`src/rtl/quiesce_sequencer_if.sv`:
```
// Purpose : bundles the command, completion and per-slot quiesce request/response
//           signals of quiesce_sequencer.
// Ports   : master = sequencer side (drives cmd_ready, done_*, q_req_*);
//           slave  = environment side (drives cmd_*, q_resp_*).
interface quiesce_sequencer_if #(
  parameter int NUM_SLOTS = 8
);
  logic                 cmd_valid;
  logic                 cmd_ready;
  logic [NUM_SLOTS-1:0] cmd_mask;
  logic                 done_valid;
  logic [NUM_SLOTS-1:0] done_quiesced;
  logic [NUM_SLOTS-1:0] done_timeout;
  logic [31:0]          done_cycles;
  logic [NUM_SLOTS-1:0] q_req_valid;
  logic                 q_req_is_request;
  logic [NUM_SLOTS-1:0] q_resp_valid;
  logic [NUM_SLOTS-1:0] q_resp_quiesced;

  modport master (
    input  cmd_valid, cmd_mask, q_resp_valid, q_resp_quiesced,
    output cmd_ready, done_valid, done_quiesced, done_timeout, done_cycles,
           q_req_valid, q_req_is_request
  );

  modport slave (
    output cmd_valid, cmd_mask, q_resp_valid, q_resp_quiesced,
    input  cmd_ready, done_valid, done_quiesced, done_timeout, done_cycles,
           q_req_valid, q_req_is_request
  );
endinterface

```
`src/rtl/quiesce_sequencer.sv`:
```
// Purpose : on a command, issues a quiesce request to every selected slot, then polls
//           each pending slot with status checks in sweeps separated by an idle gap,
//           until all slots report quiesced or the sweep limit is hit.
// Latency : zero-mask command completes the cycle after accept; otherwise
//           one cycle per issued slot plus check/gap time.
// Backpressure: cmd_ready only in IDLE; a check waits up to RESP_WAIT cycles.
// Ports   : clk, rst (sync, active-high); bus (quiesce_sequencer_if.master).
// Option  : define QUIESCE_SEQ_CYCLES_EN to build the command-duration counter
//           reported on done_cycles; otherwise done_cycles is tied to 0.
module quiesce_sequencer #(
  parameter int NUM_SLOTS  = 8,
  parameter int POLL_GAP   = 16,
  parameter int MAX_SWEEPS = 255,
  parameter int RESP_WAIT  = 64
) (
  input  logic                 clk,
  input  logic                 rst,
  quiesce_sequencer_if.master  bus
);

  localparam int IDX_W   = (NUM_SLOTS > 1) ? $clog2(NUM_SLOTS) : 1;
  localparam int SWP_W   = $clog2(MAX_SWEEPS + 1);
  localparam int CNT_MAX = (RESP_WAIT > POLL_GAP) ? RESP_WAIT : POLL_GAP;
  localparam int CNT_W   = $clog2(CNT_MAX + 1);

  typedef enum logic [2:0] {IDLE, ISSUE, CHECK, GAP, DONE} state_t;

  // Returns {found, index} of the lowest set bit of mask at or above start.
  function automatic logic [IDX_W:0] lowest_from(input logic [NUM_SLOTS-1:0] mask,
                                                 input int start);
    logic [IDX_W:0] res;
    res = '0;
    for (int i = NUM_SLOTS - 1; i >= 0; i--) begin
      if (i >= start && mask[i]) res = {1'b1, IDX_W'(i)};
    end
    return res;
  endfunction

  state_t               r_state, w_state_nxt;
  logic [NUM_SLOTS-1:0] r_pending, w_pending_nxt;
  logic [NUM_SLOTS-1:0] r_quiesced, w_quiesced_nxt;
  logic [IDX_W-1:0]     r_slot, w_slot_nxt;
  logic [SWP_W-1:0]     r_sweep, w_sweep_nxt;
  logic [CNT_W-1:0]     r_cnt, w_cnt_nxt;
  logic [NUM_SLOTS-1:0] r_done_q, r_done_t;

  logic                 w_accept;
  logic [IDX_W:0]       w_first_cmd, w_first_pend, w_next_pend;
  logic [NUM_SLOTS-1:0] w_slot_oh, w_clear_oh, w_pend_after;
  logic                 w_hit, w_clear, w_chk_end;
  logic [SWP_W-1:0]     w_sweep_inc;

  assign w_accept     = bus.cmd_valid && bus.cmd_ready;
  assign w_first_cmd  = lowest_from(bus.cmd_mask, 0);
  assign w_first_pend = lowest_from(r_pending, 0);
  assign w_next_pend  = lowest_from(r_pending, int'(r_slot) + 1);
  assign w_slot_oh    = {{(NUM_SLOTS-1){1'b0}}, 1'b1} << r_slot;

  // Only the slot currently being checked can end the check; other slots are ignored.
  assign w_hit        = bus.q_resp_valid[r_slot];
  assign w_clear      = w_hit && bus.q_resp_quiesced[r_slot];
  assign w_chk_end    = w_hit || (r_cnt == CNT_W'(RESP_WAIT - 1));
  assign w_clear_oh   = w_clear ? w_slot_oh : '0;
  assign w_pend_after = r_pending & ~w_clear_oh;
  assign w_sweep_inc  = r_sweep + SWP_W'(1);

  always_comb begin
    w_state_nxt    = r_state;
    w_pending_nxt  = r_pending;
    w_quiesced_nxt = r_quiesced;
    w_slot_nxt     = r_slot;
    w_sweep_nxt    = r_sweep;
    w_cnt_nxt      = r_cnt;
    case (r_state)
      IDLE: begin
        if (w_accept) begin
          w_pending_nxt  = bus.cmd_mask;
          w_quiesced_nxt = '0;
          w_sweep_nxt    = '0;
          w_cnt_nxt      = '0;
          w_slot_nxt     = w_first_cmd[IDX_W-1:0];
          w_state_nxt    = w_first_cmd[IDX_W] ? ISSUE : DONE;
        end
      end
      ISSUE: begin
        if (w_next_pend[IDX_W]) begin
          w_slot_nxt = w_next_pend[IDX_W-1:0];
        end else begin
          w_slot_nxt  = w_first_pend[IDX_W-1:0];
          w_cnt_nxt   = '0;
          w_state_nxt = w_first_pend[IDX_W] ? CHECK : DONE;
        end
      end
      CHECK: begin
        if (!w_chk_end) begin
          w_cnt_nxt = r_cnt + CNT_W'(1);
        end else begin
          w_pending_nxt  = w_pend_after;
          w_quiesced_nxt = r_quiesced | w_clear_oh;
          w_cnt_nxt      = '0;
          if (w_next_pend[IDX_W]) begin
            w_slot_nxt = w_next_pend[IDX_W-1:0];
          end else if (w_pend_after == '0) begin
            w_state_nxt = DONE;
          end else begin
            // End of an unsuccessful sweep: count it, then give up or wait a gap.
            w_sweep_nxt = w_sweep_inc;
            w_state_nxt = (w_sweep_inc == SWP_W'(MAX_SWEEPS)) ? DONE : GAP;
          end
        end
      end
      GAP: begin
        if (r_cnt == CNT_W'(POLL_GAP - 1)) begin
          w_slot_nxt  = w_first_pend[IDX_W-1:0];
          w_cnt_nxt   = '0;
          w_state_nxt = w_first_pend[IDX_W] ? CHECK : DONE;
        end else begin
          w_cnt_nxt = r_cnt + CNT_W'(1);
        end
      end
      DONE:    w_state_nxt = IDLE;
      default: w_state_nxt = IDLE;
    endcase
  end

  always_ff @(posedge clk) begin
    if (rst) begin
      r_state    <= IDLE;
      r_pending  <= '0;
      r_quiesced <= '0;
      r_slot     <= '0;
      r_sweep    <= '0;
      r_cnt      <= '0;
      r_done_q   <= '0;
      r_done_t   <= '0;
    end else begin
      r_state    <= w_state_nxt;
      r_pending  <= w_pending_nxt;
      r_quiesced <= w_quiesced_nxt;
      r_slot     <= w_slot_nxt;
      r_sweep    <= w_sweep_nxt;
      r_cnt      <= w_cnt_nxt;
      // Capture the reported masks so they hold after the DONE pulse.
      if (r_state == DONE) begin
        r_done_q <= r_quiesced;
        r_done_t <= r_pending;
      end
    end
  end

  // cmd_ready is gated by rst so nothing is accepted during the reset cycle.
  assign bus.cmd_ready        = (r_state == IDLE) && !rst;
  assign bus.q_req_valid      = (r_state == ISSUE || r_state == CHECK) ? w_slot_oh : '0;
  assign bus.q_req_is_request = (r_state == ISSUE);
  assign bus.done_valid       = (r_state == DONE);
  assign bus.done_quiesced    = (r_state == DONE) ? r_quiesced : r_done_q;
  assign bus.done_timeout     = (r_state == DONE) ? r_pending  : r_done_t;

`ifdef QUIESCE_SEQ_CYCLES_EN
  logic [31:0] r_cycles, r_done_cyc;
  logic        w_busy;

  assign w_busy = (r_state == ISSUE) || (r_state == CHECK) || (r_state == GAP);

  always_ff @(posedge clk) begin
    if (rst) begin
      r_cycles   <= '0;
      r_done_cyc <= '0;
    end else begin
      if (w_accept) begin
        r_cycles <= '0;
      end else if (w_busy && r_cycles != 32'hFFFF_FFFF) begin
        r_cycles <= r_cycles + 32'd1;
      end
      if (r_state == DONE) r_done_cyc <= r_cycles;
    end
  end

  assign bus.done_cycles = (r_state == DONE) ? r_cycles : r_done_cyc;
`else
  assign bus.done_cycles = '0;
`endif

endmodule

```
`src/flat_wrapper.sv`:
```
// flat-port wrapper written by rule: the top's interface ports become plain ports
module quiesce_sequencer_flat 
#(
  parameter int NUM_SLOTS  = 8,
  parameter int POLL_GAP   = 16,
  parameter int MAX_SWEEPS = 255,
  parameter int RESP_WAIT  = 64
)
  (clk, rst, bus_cmd_valid, bus_cmd_mask, bus_q_resp_valid, bus_q_resp_quiesced, bus_cmd_ready, bus_done_valid, bus_done_quiesced, bus_done_timeout, bus_done_cycles, bus_q_req_valid, bus_q_req_is_request);
  quiesce_sequencer_if #(.NUM_SLOTS(NUM_SLOTS)) bus_i ();
  input  logic clk;
  input  logic rst;
  input wire logic [$bits(bus_i.cmd_valid)-1:0] bus_cmd_valid;
  input wire logic [$bits(bus_i.cmd_mask)-1:0] bus_cmd_mask;
  input wire logic [$bits(bus_i.q_resp_valid)-1:0] bus_q_resp_valid;
  input wire logic [$bits(bus_i.q_resp_quiesced)-1:0] bus_q_resp_quiesced;
  output wire logic [$bits(bus_i.cmd_ready)-1:0] bus_cmd_ready;
  output wire logic [$bits(bus_i.done_valid)-1:0] bus_done_valid;
  output wire logic [$bits(bus_i.done_quiesced)-1:0] bus_done_quiesced;
  output wire logic [$bits(bus_i.done_timeout)-1:0] bus_done_timeout;
  output wire logic [$bits(bus_i.done_cycles)-1:0] bus_done_cycles;
  output wire logic [$bits(bus_i.q_req_valid)-1:0] bus_q_req_valid;
  output wire logic [$bits(bus_i.q_req_is_request)-1:0] bus_q_req_is_request;
  assign bus_i.cmd_valid = bus_cmd_valid;
  assign bus_i.cmd_mask = bus_cmd_mask;
  assign bus_i.q_resp_valid = bus_q_resp_valid;
  assign bus_i.q_resp_quiesced = bus_q_resp_quiesced;
  assign bus_cmd_ready = bus_i.cmd_ready;
  assign bus_done_valid = bus_i.done_valid;
  assign bus_done_quiesced = bus_i.done_quiesced;
  assign bus_done_timeout = bus_i.done_timeout;
  assign bus_done_cycles = bus_i.done_cycles;
  assign bus_q_req_valid = bus_i.q_req_valid;
  assign bus_q_req_is_request = bus_i.q_req_is_request;
  quiesce_sequencer #(.NUM_SLOTS(NUM_SLOTS), .POLL_GAP(POLL_GAP), .MAX_SWEEPS(MAX_SWEEPS), .RESP_WAIT(RESP_WAIT)) u_core (.clk(clk), .rst(rst), .bus(bus_i));
endmodule
```
`config.mk`:
```
export PLATFORM = sky130hd
export DESIGN_NAME = quiesce_sequencer_flat
export DESIGN_NICKNAME = d
export VERILOG_FILES = /design/src/rtl/quiesce_sequencer_if.sv /design/src/rtl/quiesce_sequencer.sv /design/src/flat_wrapper.sv
export SDC_FILE = /design/constraint.sdc
export NUM_CORES = 1
export LEC_CHECK = 0
export ABC_CLOCK_PERIOD_IN_PS = 3150
export CORE_MARGIN = 2
export CORE_UTILIZATION = 37
export DETAILED_ROUTE_END_ITERATION = 10
export PLACE_DENSITY = 0.6
export SYNTH_ARGS = -nofsm -noshare
export SYNTH_HDL_FRONTEND = slang
export SYNTH_SLANG_ARGS = --single-unit
```
`constraint.sdc`:
```
create_clock -name clk -period 3.15 [get_ports clk]
set_clock_uncertainty 0.05 [all_clocks]
set_input_delay 0.945 -clock clk [delete_from_list [all_inputs] [get_ports clk]]
set_output_delay 0.945 -clock clk [all_outputs]
set_load 0.02 [all_outputs]
```
==> results of run 1 <==
-- report_power, final --
group	switching (mW)	total [mW]	internal (mW)	leakage, nW
logic	1.09	1.90	0.807	1.37
registers	0.100	0.835	0.735	0.429
clock network	0.232	0.470	0.238	0.0543
total	1.42	3.20	1.78	1.85
-- worst min-delay path: stages, from the launching register on --
cell and delay (ns):
dfxtp_1 0.34, a31oi_1 0.04, nor2_1 0.07
-- metrics by stage --
stage          instance area, um2  setup TNS, ns  setup WS (ns)
2_1_floorplan                3680              0         0.0183
5_1_grt                      4520              0        0.00376
3_3_place_gp                 4400          -2.29         -0.218
4_1_cts                      4500              0         0.0109
6_report                     4520              0         0.0876
3_5_place_dp                 4400          -3.29         -0.290
-- timing repair --
action,in CTS,in global routing
setup endpoints to repair,25,14
setup buffers,0,0
pin swaps,0,1
gates resized for setup,19,8
-- cell usage after synthesis (4+ instances only) --
master / n / area, um2
ha_1: 10 / 125
a21o_1: 4 / 30.0
nor2_1: 44 / 165
clkbuf_1: 11 / 41.3
mux2_2: 19 / 214
nor2b_1: 27 / 169
nor3b_1: 4 / 30.0
a31oi_1: 9 / 56.3
nand2b_1: 10 / 62.6
a41oi_1: 6 / 52.6
nand3_1: 14 / 70.1
or3_1: 6 / 37.5
inv_1: 17 / 63.8
nor4_1: 5 / 31.3
dfxtp_1: 53 / 1060
nor3_1: 10 / 50.1
nand2_1: 30 / 113
o21ai_0: 14 / 70.1
a311oi_1: 7 / 61.3
o221ai_1: 4 / 35.0
buf_4: 33 / 248
and3_1: 4 / 25.0
a211oi_1: 7 / 52.6
a21oi_1: 33 / 165
o32ai_1: 4 / 35.0
o22ai_1: 4 / 25.0
-- area by class of cell --
class / instances / area share, %
well taps: 129 / 3.57
clock inverters: 3 / 1.02
repair buffers: 98 / 19.1
flip-flops and latches: 53 / 23.5
clock buffers: 5 / 1.52
inverters: 18 / 1.49
multi-input cells: 353 / 49.8
-- per-layer routing --
metal | GRT usage [%] | share of wire, %
met4 | 3.18 | 0.45
met5 | 0 | 0
met3 | 2.74 | 5.6
met2 | 29.9 | 45
met1 | 27.7 | 49
-- flip-flops by register name, indices dropped and copies added, names as in the netlist --
signal	cells
u_core.r_pending	8
u_core.r_done_t	8
u_core.r_done_q	8
u_core.r_quiesced	8
u_core.r_slot	3
u_core.r_state	3
u_core.r_cnt	7
u_core.r_sweep	8
-- final timing paths --
| check | start | end | slack (ns) | depth (start not counted) |
|---|---|---|---|---|
| setup / recovery | bus_q_resp_quiesced[3] | u_core.r_sweep[0]$_SDFFE_PP0P_ | 0.09 | 9 |
| hold / removal | u_core.r_quiesced[6]$_SDFFE_PP0P_ | u_core.r_quiesced[6]$_SDFFE_PP0P_ | 0.42 | 2 |
| setup reg to reg | u_core.r_slot[1]$_SDFFE_PP0P_ | u_core.r_slot[0]$_SDFFE_PP0P_ | 0.29 | 10 |
| hold reg to reg | u_core.r_quiesced[6]$_SDFFE_PP0P_ | u_core.r_quiesced[6]$_SDFFE_PP0P_ | 0.42 | 2 |
-- cells by family after synthesis --
| family | share of synthesized area [%] |
|---|---|
| and+or+nand+nor | 24.3 |
| AOI/OAI and AO/OA | 21.9 |
| buffers and inverters | 11.2 |
| DFF | 29.8 |
| muxes | 8.53 |
| adders and majority gates | 3.51 |
| xor gates and xnor gates | 0.737 |
| other | 0.105 |
==> reports/metrics.cfg, run 1 <==
[worst_setup_path]
crit_arrival_ns = 3.21
cp-end-kind = flop
crit_family = multiplexers
path_buf_inv = 2
required_ns = 3.30
crit_slowest_cell = mux4_2
cp-start-kind = primary input
path_cells = clkdlybuf4s50_1, mux4_2, mux2_4, a41oi_1, nor3_1, nand4_1, o211ai_1, buf_4, mux2_2
critPathMaxStageDelay_ns = 0.51
worstPathMaxFanout = 5
worstSetupPathType = primary input to flop

[job]
drv_cap = 0

[synth]
synth.avg_cell_area_um2 = 8.03
yosysWarnings = 0
async_flop_share_pct = 0
ys_ff_latch = 53
synth_cell_types = 55
synthFlopType = dfxtp_1
synth_cells = 444
synth_edf_count = 0
syn-cell-area_um2 = 3570
ys_seq_area_share_pct = 29.8

[routing]
routed_via_density = 5.29
drtIter0Drc = 218
drc = 0
dr.pass1.iters = 8
wl_um = 9690
vias = 3485
ant_nets = 0
drt-wirelength-per-cell_um = 14.7

[pwr]
finalPower_mw = 3.20
ir_worst_vdd_mv = 0.415
p_per_area_nw_per_um2 = 709
power.static_leakage_nw = 1.85

[layout]
syn_to_final_growth_pct = 26.8
final_layout_size_suffix_gt1_share_pct = 16.8
fillers = 945
final_core_util_pct = 48.7
num_antenna_cells = 0
multiInputGateArea_um2 = 2250
final_common_cell = dfxtp_1
fin_cells = 659
final-seq-area_um2 = 1060
nets = 566
layout_common_cells = 52 x dfxtp_1, 44 x buf_4, 43 x nor2_1

[die]
row_count = 35
ios = 86
fp.dieArea_um2 = 10400
die_w_um = 102
fp.dieH_um = 102
start_util_pct = 38.4
core_area_um2 = 9280

[min_path]
hold_path_class = flop to flop

[cts]
clockBufferDepth = 2
cts_made_buffers = 5
root_buffer = clkbuf_8
insertion_delay_ns = 0.31
cts_htree_levels = 2
cts-hold-fix-buffers = 0
path_clk_slew_ns = 0.10
clkSinkCount = 53
cts_tree = built

[place]
dp.cells = 651
place_congestion = 0.956
dp.final_hpwl_um = 7640
io_buffers = 53

[sta]
setup_viol = 0
worst_pin_slew_ns = 0.508
hold_ws_ns = 0.423
hold_violations = 0
slew_violations = 0
fmax_ghz = 0.327
min_period_ns = 3.06
slew_headroom_pct = 65.3
finalCritPeriodShare_pct = 97.2
rsz0062_at_grt = false

[grt]
grt_pass1_wl_um = 15800
grt_max_degree = 26
antenna_found_initial = 0
gr-total-overflow = 0
grt_usage_pct = 18.9
grt_pass1_vias = 3215

[status]
outcome = complete, no violations

(Power assumes the default switching activity.)
==> run 2, diff against run 1 <==
--- a/config.mk
+++ b/config.mk
@@ -7,9 +7,10 @@
 export LEC_CHECK = 0
 export ABC_CLOCK_PERIOD_IN_PS = 3150
 export CORE_MARGIN = 2
-export CORE_UTILIZATION = 37
+export CORE_UTILIZATION = 50
 export DETAILED_ROUTE_END_ITERATION = 10
-export PLACE_DENSITY = 0.6
+export PLACE_DENSITY = 0.77
+export SLEW_MARGIN = 0
 export SYNTH_ARGS = -nofsm -noshare
 export SYNTH_HDL_FRONTEND = slang
 export SYNTH_SLANG_ARGS = --single-unit
==> run 2 against run 1 <==
  * Sequential power up 1%
  * Total power is 0.59% lower
  * Final area is 0.97% higher
  * Sequential share of layout area shrank 0.20 points
  * First-iteration DRC count rose by 38%
  * Maximum frequency decreased by 0.37%
  * Non-clock buffer count stayed put
  * Final cell count decreased by 5.0%
  * Setup slack got worse by 0.011 ns
  * Hold slack improved by 0.0092 ns
  * Via count up 1.3%
  * Core utilization rose by 18 points
  * Critical path type unchanged
  * Critical endpoint is now u_core.r_sweep[1]$_SDFFE_PP0P_
  * Largest power group unchanged
==> reports/metrics.cfg, run 2 (same netlist as run 1, synthesis figures left out) <==
[routing]
dr.pass1.iters = 5  ; -3
drt-wirelength-per-cell_um = 15.6  ; +6.0%
ant_nets = 0  ; unchanged
routed_via_density = 5.64  ; +6.7%
vias = 3532  ; +1.3%
wl_um = 9760  ; +0.71%
drtIter0Drc = 300  ; +38%
drc = 0  ; unchanged

[grt]
grtUsageMet2_pct = 39.7  ; +9.9 points
grt_usage_pct = 24.6  ; +5.7 points
gr-total-overflow = 0  ; unchanged
use_met1_pct = 33.8  ; +6.1 points
use_met3_pct = 3.64  ; +0.90 points
grt_pass1_vias = 3188  ; -0.84%
grt.busiest_layer = met2
antenna_found_initial = 0  ; unchanged
grt_max_degree = 26  ; unchanged
grt_pass1_wl_um = 15300  ; -3.2%

[layout]
fillers = 600  ; -37%
final_common_cell = dfxtp_1
syn_to_final_growth_pct = 28.0
final_core_util_pct = 66.8  ; +18 points
nets = 566  ; unchanged
layout_common_cells = 51 x dfxtp_1, 44 x buf_4, 41 x nor2_1
num_antenna_cells = 0  ; unchanged
final_layout_size_suffix_gt1_share_pct = 18.3  ; +1.5 points

[cts]
clkSinkCount = 53  ; unchanged
cts-hold-fix-buffers = 0  ; unchanged
path_clk_slew_ns = 0.11  ; about the same
root_buffer = clkbuf_8
insertion_delay_ns = 0.32  ; about the same
clockBufferDepth = 2  ; unchanged
cts_htree_levels = 2  ; unchanged
cts_tree = built
cts_made_buffers = 5  ; unchanged

[sta]
min_period_ns = 3.07  ; +0.0113 ns
hold_violations = 0  ; unchanged
fmax_ghz = 0.325  ; -0.37%
slew_violations = 0  ; unchanged
slew_headroom_pct = 52.0  ; -13 points
worst_pin_slew_ns = 0.714  ; +0.206 ns
setup_viol = 0  ; unchanged
finalCritPeriodShare_pct = 97.6  ; +0.36 points

[die]
fp.dieArea_um2 = 7820  ; -25%
ios = 86  ; unchanged
fp.dieH_um = 88.5  ; -13%
core_area_um2 = 6830  ; -26%
die_w_um = 88.5  ; -13%
start_util_pct = 52.2  ; +14 points
row_count = 30  ; -14%

[worst_setup_path]
crit_slowest_cell = mux4_2
cp-start-kind = primary input
worstPathMaxFanout = 6  ; +1
crit_arrival_ns = 3.23  ; +0.02 ns
critPathMaxStageDelay_ns = 0.49  ; -0.02 ns
required_ns = 3.31  ; about the same
path_cells = clkdlybuf4s50_1, mux4_2, mux2_4, a41oi_2, a21oi_2, nand4_1, o211ai_1, buf_4, a22o_1
worstSetupPathType = primary input to flop
cp-end-kind = flop

[job]
drv_cap = 0  ; unchanged

[pwr]
p_per_area_nw_per_um2 = 698  ; -1.5%
power.static_leakage_nw = 2.12  ; +14%
finalPower_mw = 3.19  ; -0.59%
ir_worst_vdd_mv = 0.438  ; +5.6%

[place]
dp.final_hpwl_um = 7380  ; -3.4%
place_congestion = 1.01  ; +6.2%
io_buffers = 53  ; unchanged

[min_path]
hold_path_class = flop to flop

[status]
outcome = complete, no violations

==> run 2: worst paths after layout <==
check	slack, ns	cells after the start	start	to
worst min register to register	0.43	2	u_core.r_quiesced[0]$_SDFFE_PP0P_	u_core.r_quiesced[0]$_SDFFE_PP0P_
worst min-delay path	0.43	2	u_core.r_quiesced[0]$_SDFFE_PP0P_	u_core.r_quiesced[0]$_SDFFE_PP0P_
worst max register to register	0.18	9	u_core.r_slot[0]$_SDFFE_PP0P_	u_core.r_slot[1]$_SDFFE_PP0P_
worst max-delay path	0.08	9	bus_q_resp_quiesced[6]	u_core.r_sweep[1]$_SDFFE_PP0P_
==> run 2: worst max-delay path: cells and delay by family <==
family                 cells  cell delay (ns)
muxes                      2             0.82
AOI/OAI and AO/OA          4             0.72
buffers and inverters      2             0.62
and+or+nand+nor            1             0.12
==> run 2: layer usage <==
| metal | wire length [um] | part of all wire [%] | vias to the layer above |
|---|---|---|---|
| met4 | 203 | 2.1 | 0 |
| met5 | 0 | 0 | - |
| met2 | 4540 | 47 | 166 |
| li1 | - | - | 1719 |
| met3 | 740 | 7.6 | 19 |
| met1 | 4280 | 44 | 1628 |
==> run 2: area by class of cell <==
| cell class | count | area [um2] | area share (%) |
|---|---|---|---|
| well taps | 96 | 120 | 2.63 |
| repair buffers | 98 | 938 | 20.6 |
| inverters | 18 | 67.6 | 1.48 |
| clock inverters | 3 | 26.3 | 0.575 |
| clock buffers | 5 | 68.8 | 1.51 |
| multi-input cells | 353 | 2280 | 50.0 |
| flip-flops and latches | 53 | 1060 | 23.3 |
==> run 2: per-stage QoR <==
stage | setup WS (ns) | instance area, um2 | hold slack (ns) | TNS (ns) | instances
floorplan | 0.0183 | 3680 | 0.381 | 0 | 475
global placement | -0.238 | 4340 | 0.403 | -2.91 | 616
detailed placement | -0.359 | 4340 | 0.407 | -4.15 | 616
CTS | 0.000801 | 4450 | 0.434 | 0 | 625
global route | -0.0459 | 4570 | 0.460 | -0.145 | 626
finish | 0.0763 | 4570 | 0.433 | 0 | 626
==> run 2: report_power, final <==
part | switching [mW] | internal [mW]
clock | 0.246 | 0.163
combinational | 1.11 | 0.820
sequential | 0.107 | 0.736
==> run 2: what timing repair did <==
item                                   4_1_cts  5_1_grt
pin swaps                                    2        5
endpoints found under the hold margin        0        0
setup endpoints to repair                   19       37
buffers inserted                             1        1
gates resized for setup                      6       36
